$ cat config.mk
export PLATFORM = sky130hd
export DESIGN_NAME = clkdist_seq_ctrl
export DESIGN_NICKNAME = d
export VERILOG_FILES = /design/src/rtl/clkdist_seq_ctrl.sv
export SDC_FILE = /design/constraint.sdc
export NUM_CORES = 1
export LEC_CHECK = 0
export CAP_MARGIN = 40
export CELL_PAD_IN_SITES_DETAIL_PLACEMENT = 0
export CELL_PAD_IN_SITES_GLOBAL_PLACEMENT = 1
export CORE_MARGIN = 10
export CORE_UTILIZATION = 41
export CTS_CLUSTER_SIZE = 10
export DETAILED_ROUTE_END_ITERATION = 10
export PLACE_DENSITY_LB_ADDON = 0.1
export SLEW_MARGIN = 20
export SYNTH_ARGS = -nofsm -noshare
export SYNTH_HDL_FRONTEND = slang
export SYNTH_SLANG_ARGS = --single-unit
$ cat constraint.sdc
create_clock -name clk -period 3.8 [get_ports clk]
set_input_delay 0.76 -clock clk [delete_from_list [all_inputs] [get_ports clk]]
set_output_delay 0.76 -clock clk [all_outputs]
set_load 0.03 [all_outputs]
$ cat src/rtl/clkdist_seq_ctrl.sv
// Power-up/down and analog test-bus sequencer for the clock distribution block.
// Optional fault entry counter enabled by defining CLKDIST_SEQ_FAULT_CNT_EN.
module clkdist_seq_ctrl #(
   parameter int unsigned BIAS_SETTLE_CYC = 64,
   parameter int unsigned CLK_SETTLE_CYC  = 16,
   parameter int unsigned ATB_SETTLE_CYC  = 8,
   parameter int unsigned CNT_W           = 8
) (
   input  logic       clk,
   input  logic       rst,
   input  logic       en,
   input  logic       supply_ok,
   input  logic       atb_req,
   input  logic [1:0] atb_sel,
   output logic       atb_ack,
   output logic       pdb,
   output logic [1:0] atb_ena,
   output logic       ready,
   output logic       busy,
   output logic       fault,
   output logic [2:0] state,
   output logic [7:0] fault_cnt
);

   typedef enum logic [2:0] {
      S_OFF       = 3'd0,
      S_BIAS_WAIT = 3'd1,
      S_CLK_WAIT  = 3'd2,
      S_RUN       = 3'd3,
      S_ATB_WAIT  = 3'd4,
      S_SHUTDOWN  = 3'd5,
      S_FAULT     = 3'd6
   } state_t;

   // Bias load carries one extra cycle so pdb rises BIAS_SETTLE_CYC+1 edges after en is sampled.
   localparam logic [CNT_W-1:0] BIAS_LOAD = CNT_W'(BIAS_SETTLE_CYC);
   localparam logic [CNT_W-1:0] CLK_LOAD  = CNT_W'(CLK_SETTLE_CYC - 1);
   localparam logic [CNT_W-1:0] ATB_LOAD  = CNT_W'(ATB_SETTLE_CYC - 1);
   localparam logic [CNT_W-1:0] CNT_ONE   = CNT_W'(1);

   state_t           cur, nxt;
   logic [CNT_W-1:0] cnt, cnt_nxt;
   logic             cnt_zero;
   logic             pdb_nxt, ready_nxt, ack_nxt, fault_nxt, busy_nxt;
   logic [1:0]       ena_nxt;

   assign cnt_zero = (cnt == '0);
   assign state    = cur;

   always_ff @(posedge clk) begin
      if (rst) begin
         cur     <= S_OFF;
         cnt     <= '0;
         pdb     <= 1'b0;
         atb_ena <= '0;
         ready   <= 1'b0;
         busy    <= 1'b0;
         atb_ack <= 1'b0;
         fault   <= 1'b0;
      end else begin
         cur     <= nxt;
         cnt     <= cnt_nxt;
         pdb     <= pdb_nxt;
         atb_ena <= ena_nxt;
         ready   <= ready_nxt;
         busy    <= busy_nxt;
         atb_ack <= ack_nxt;
         fault   <= fault_nxt;
      end
   end

   always_comb begin
      nxt = cur;
      if (!supply_ok) begin
         if (cur != S_OFF) nxt = S_FAULT;
      end else begin
         case (cur)
            S_OFF:       if (en) nxt = S_BIAS_WAIT;
            S_BIAS_WAIT: if (!en) nxt = S_SHUTDOWN; else if (cnt_zero) nxt = S_CLK_WAIT;
            S_CLK_WAIT:  if (!en) nxt = S_SHUTDOWN; else if (cnt_zero) nxt = S_RUN;
            S_RUN:       if (!en) nxt = S_SHUTDOWN; else if (atb_req && !atb_ack) nxt = S_ATB_WAIT;
            S_ATB_WAIT:  if (!en) nxt = S_SHUTDOWN; else if (cnt_zero) nxt = S_RUN;
            S_SHUTDOWN:  if (cnt_zero) nxt = S_OFF;
            S_FAULT:     if (!en) nxt = S_OFF;
            default:     nxt = S_OFF;
         endcase
      end
   end

   always_comb begin
      cnt_nxt   = cnt;
      pdb_nxt   = pdb;
      ena_nxt   = atb_ena;
      ready_nxt = ready;
      ack_nxt   = atb_ack;
      fault_nxt = fault;
      busy_nxt  = (nxt == S_BIAS_WAIT) || (nxt == S_CLK_WAIT) ||
                  (nxt == S_ATB_WAIT)  || (nxt == S_SHUTDOWN);
      if (nxt == S_FAULT) begin
         cnt_nxt   = '0;
         pdb_nxt   = 1'b0;
         ena_nxt   = '0;
         ready_nxt = 1'b0;
         ack_nxt   = 1'b0;
         fault_nxt = 1'b1;
      end else if (nxt == S_SHUTDOWN && cur != S_SHUTDOWN) begin
         cnt_nxt   = ATB_LOAD;
         ena_nxt   = '0;
         ready_nxt = 1'b0;
         ack_nxt   = 1'b0;
      end else begin
         case (cur)
            S_OFF: if (nxt == S_BIAS_WAIT) cnt_nxt = BIAS_LOAD;
            S_BIAS_WAIT:
               if (cnt_zero) begin
                  pdb_nxt = 1'b1;
                  cnt_nxt = CLK_LOAD;
               end else cnt_nxt = cnt - CNT_ONE;
            S_CLK_WAIT:
               if (cnt_zero) ready_nxt = 1'b1;
               else cnt_nxt = cnt - CNT_ONE;
            S_RUN: begin
               if (!atb_req) ack_nxt = 1'b0;
               if (nxt == S_ATB_WAIT) begin
                  ena_nxt = atb_sel;
                  cnt_nxt = ATB_LOAD;
               end
            end
            // A request withdrawn while the bus settles is dropped without an ack.
            S_ATB_WAIT:
               if (cnt_zero) ack_nxt = atb_req;
               else cnt_nxt = cnt - CNT_ONE;
            S_SHUTDOWN:
               if (cnt_zero) pdb_nxt = 1'b0;
               else cnt_nxt = cnt - CNT_ONE;
            S_FAULT: if (nxt == S_OFF) fault_nxt = 1'b0;
            default: ;
         endcase
      end
   end

`ifdef CLKDIST_SEQ_FAULT_CNT_EN
   logic [7:0] fcnt;
   always_ff @(posedge clk) begin
      if (rst) fcnt <= '0;
      else if (nxt == S_FAULT && cur != S_FAULT && fcnt != 8'hFF) fcnt <= fcnt + 8'd1;
   end
   assign fault_cnt = fcnt;
`else
   assign fault_cnt = '0;
`endif

endmodule

==> out/metrics.yaml <==
yosys:
  yosys.area_share.simple: 0.302
  ys_top_cells_by_count: "22 x nor2_1, 21 x nand2_1, 18 x dfxtp_1"
  async_reset_ff_frac: 0
  synth_compound_area_frac: 0.301
  yosys.area.top_type: "dfxtp_1"
  yosysMostFrequentCell: "nor2_1"
  yosysUniqueCellTypes: 55
  synth_top_family_by_area: "simple AND/OR/NAND/NOR gates"
  synth_ff_type: "dfxtp_1"
  synthAdderAreaFrac: 0.00874
  postSynthCellCount: 186
  synth_area_leaders: "dfxtp_1 25%, nor2_1 5.8%, nand2_1 5.5%"
  synth_top_area_frac: 0.252
  postSynthAreaPerCell_um2: 7.70
  synth-edff-count: 0
  synthesis.area_mm2: 0.00143
  synth_xor_area_frac: 0.0184
  seq_area_frac_synth: 0.252
  synth_mux_area_frac: 0.0280
  ys_ff_latch: 18
  ys_warn_count: 0
floorplan:
  ios: 25
  die_y_um: 79.1
  initial_core_util: 0.426
  core_region_area_mm2: 0.00336
  rows: 21
  die_area_mm2: 0.00625
  die_w_um: 79.1
grt:
  grt_pass1_vias: 1310
  antenna_found_initial: 0
  grt_pass1_wl_um: 6440
  grt_overflow: 0
  track_usage: 0.123
  grt_max_degree: 26
run_status:
  outcome: "complete, no violations"
setup_path:
  crit_arrival_ns: 3.07
  startpoint: "state[1]"
  reg2reg_from: "state[1]"
  path_class: "reg2reg"
  worst_setup_path_end_kind: "register"
  cp_max_fo: 25
  cp.required_ns: 3.98
  startpoint_type: "register"
  rr_worst_depth: 7
min_path:
  holdPathStages: 2
  hp-start: "ready"
  hold_class: "reg2reg"
power_and_ir_drop:
  p_leak_nw: 0.607
  p_per_area_mw_per_mm2: 966
  fin_total_pwr_mw: 1.55
  vdd_drop_max_v: 0.000429
drt:
  antenna_left: 0
  drt-total-wl_um: 3770
  via_per_inst: 5.49
  drc: 0
  dr.pass1.iters: 4
  drt_iter0_markers: 129
  wl_per_cell_um: 15.5
  vias: 1335
timing:
  slew-limit-headroom: 0.482
  setup_viol: 0
  worstMarginPinSlew_ns: 0.776
  grt_setup_unrepaired: "false"
  hold_violations: 0
  final.period_utilization: 0.760
  fin_crit_ns: 2.89
  skew_ns: 0.00183
  slew_viol_final: 0
  finalSetupTns_ns: 0
  max_freq_ghz: 0.346
cts:
  cts_num_sinks: 18
  clk_pin_slew_worst_paths_ns: 0.10
  cts_made_buffers: 3
  h-tree-depth: 1
  cts_root_buf: "clkbuf_4"
  cts_tree: "done"
  clkLatencyLatePin_ns: 0.29
  cts_buffer_depth: 2
  cts_resized: 0
  hold_buffers: 0
  post_cts_buffers: 0
placement:
  gp_congestion: 0.876
  io_buffers: 16
  dpl.hpwl_um: 2840
final_layout:
  nets: 207
  syn_to_final_growth_pct: 12.4
  num_antenna_cells: 0
  drive_gt1_frac: 0.102
  fillers: 352
job:
  cap_violations: 0
## cell families after synthesis
group | after synthesis
and+or+nand+nor | 80
muxes | 4
DFF | 18
xor gates and xnor gates | 3
buffers and inverters | 23
AOI/OAI and AO/OA | 56
adders and majority gates | 1
other | 1
## state kept, by name (all words and copies together), names as in the netlist
register and cells:
cnt 8, atb_ack 1, busy 1, state 3
ready 1, pdb 1, atb_ena 2, fault 1
## final timing paths
check                           slack, ns  endpoint
worst min register to register       0.48     ready
worst min-delay path                 0.48     ready
worst max-delay path                 0.91    cnt[2]
worst max register to register       0.91    cnt[2]
## where the power goes
group	total (mW)	internal [mW]	switching, mW
Combinational	1.10	0.463	0.638
Sequential	0.360	0.248	0.111
Clock	0.0935	0.0368	0.0567
## final cells by class
class / instances / area [um^2] / share of cell area
clock buffer: 3 / 22.5 / 0.0140
inverter: 6 / 22.5 / 0.0140
multi-input combinational: 152 / 971 / 0.603
sequential: 18 / 360 / 0.224
tap: 46 / 57.6 / 0.0358
timing repair buffer: 18 / 175 / 0.109
## routing by layer
layer | wire, um | track usage | vias to the layer above | part of all wire
li1 | - | - | 678 | -
met1 | 1700 | 0.156 | 616 | 0.45
met2 | 1850 | 0.201 | 39 | 0.49
met3 | 213 | 0.0383 | 2 | 0.056
met4 | 12 | 0.0197 | 0 | 0.0032
met5 | 0 | 0 | - | 0
## metrics by stage
stage          hold WS (ns)  cell area, um^2  worst slack, ns  instances  utilization
2_1_floorplan         0.468             1460             1.34        193            -
3_3_place_gp          0.466             1590            0.711        240        0.472
3_5_place_dp          0.469             1590            0.648        240        0.472
4_1_cts               0.492             1610            0.930        243        0.478
5_1_grt               0.521             1610            0.676        243        0.478
6_report              0.481             1610            0.912        243        0.478
## worst max-delay path: stages, from the launching register on
cell and delay (ns):
dfxtp_1 0.84, nor2b_1 0.53, nand2_1 0.22, a21boi_2 0.31
a211oi_2 0.10, o31ai_4 0.46, mux2i_1 0.24, a21oi_1 0.08
## layout by cell type (no fill, tap or decap), types with 3 or more instances in the layout
cell and n:
a2bb2oi_1 3, dfxtp_1 18, a21oi_1 11, o21ai_0 10, a31oi_1 5, nor2_1 22
clkbuf_4 3, o21a_1 4, inv_1 6, nand2_1 21, nor2b_1 6, mux2i_1 4
o21bai_1 3, conb_1 8, nor3_1 7, clkdlybuf4s50_1 16
Power figures use the tool's default switching activity.
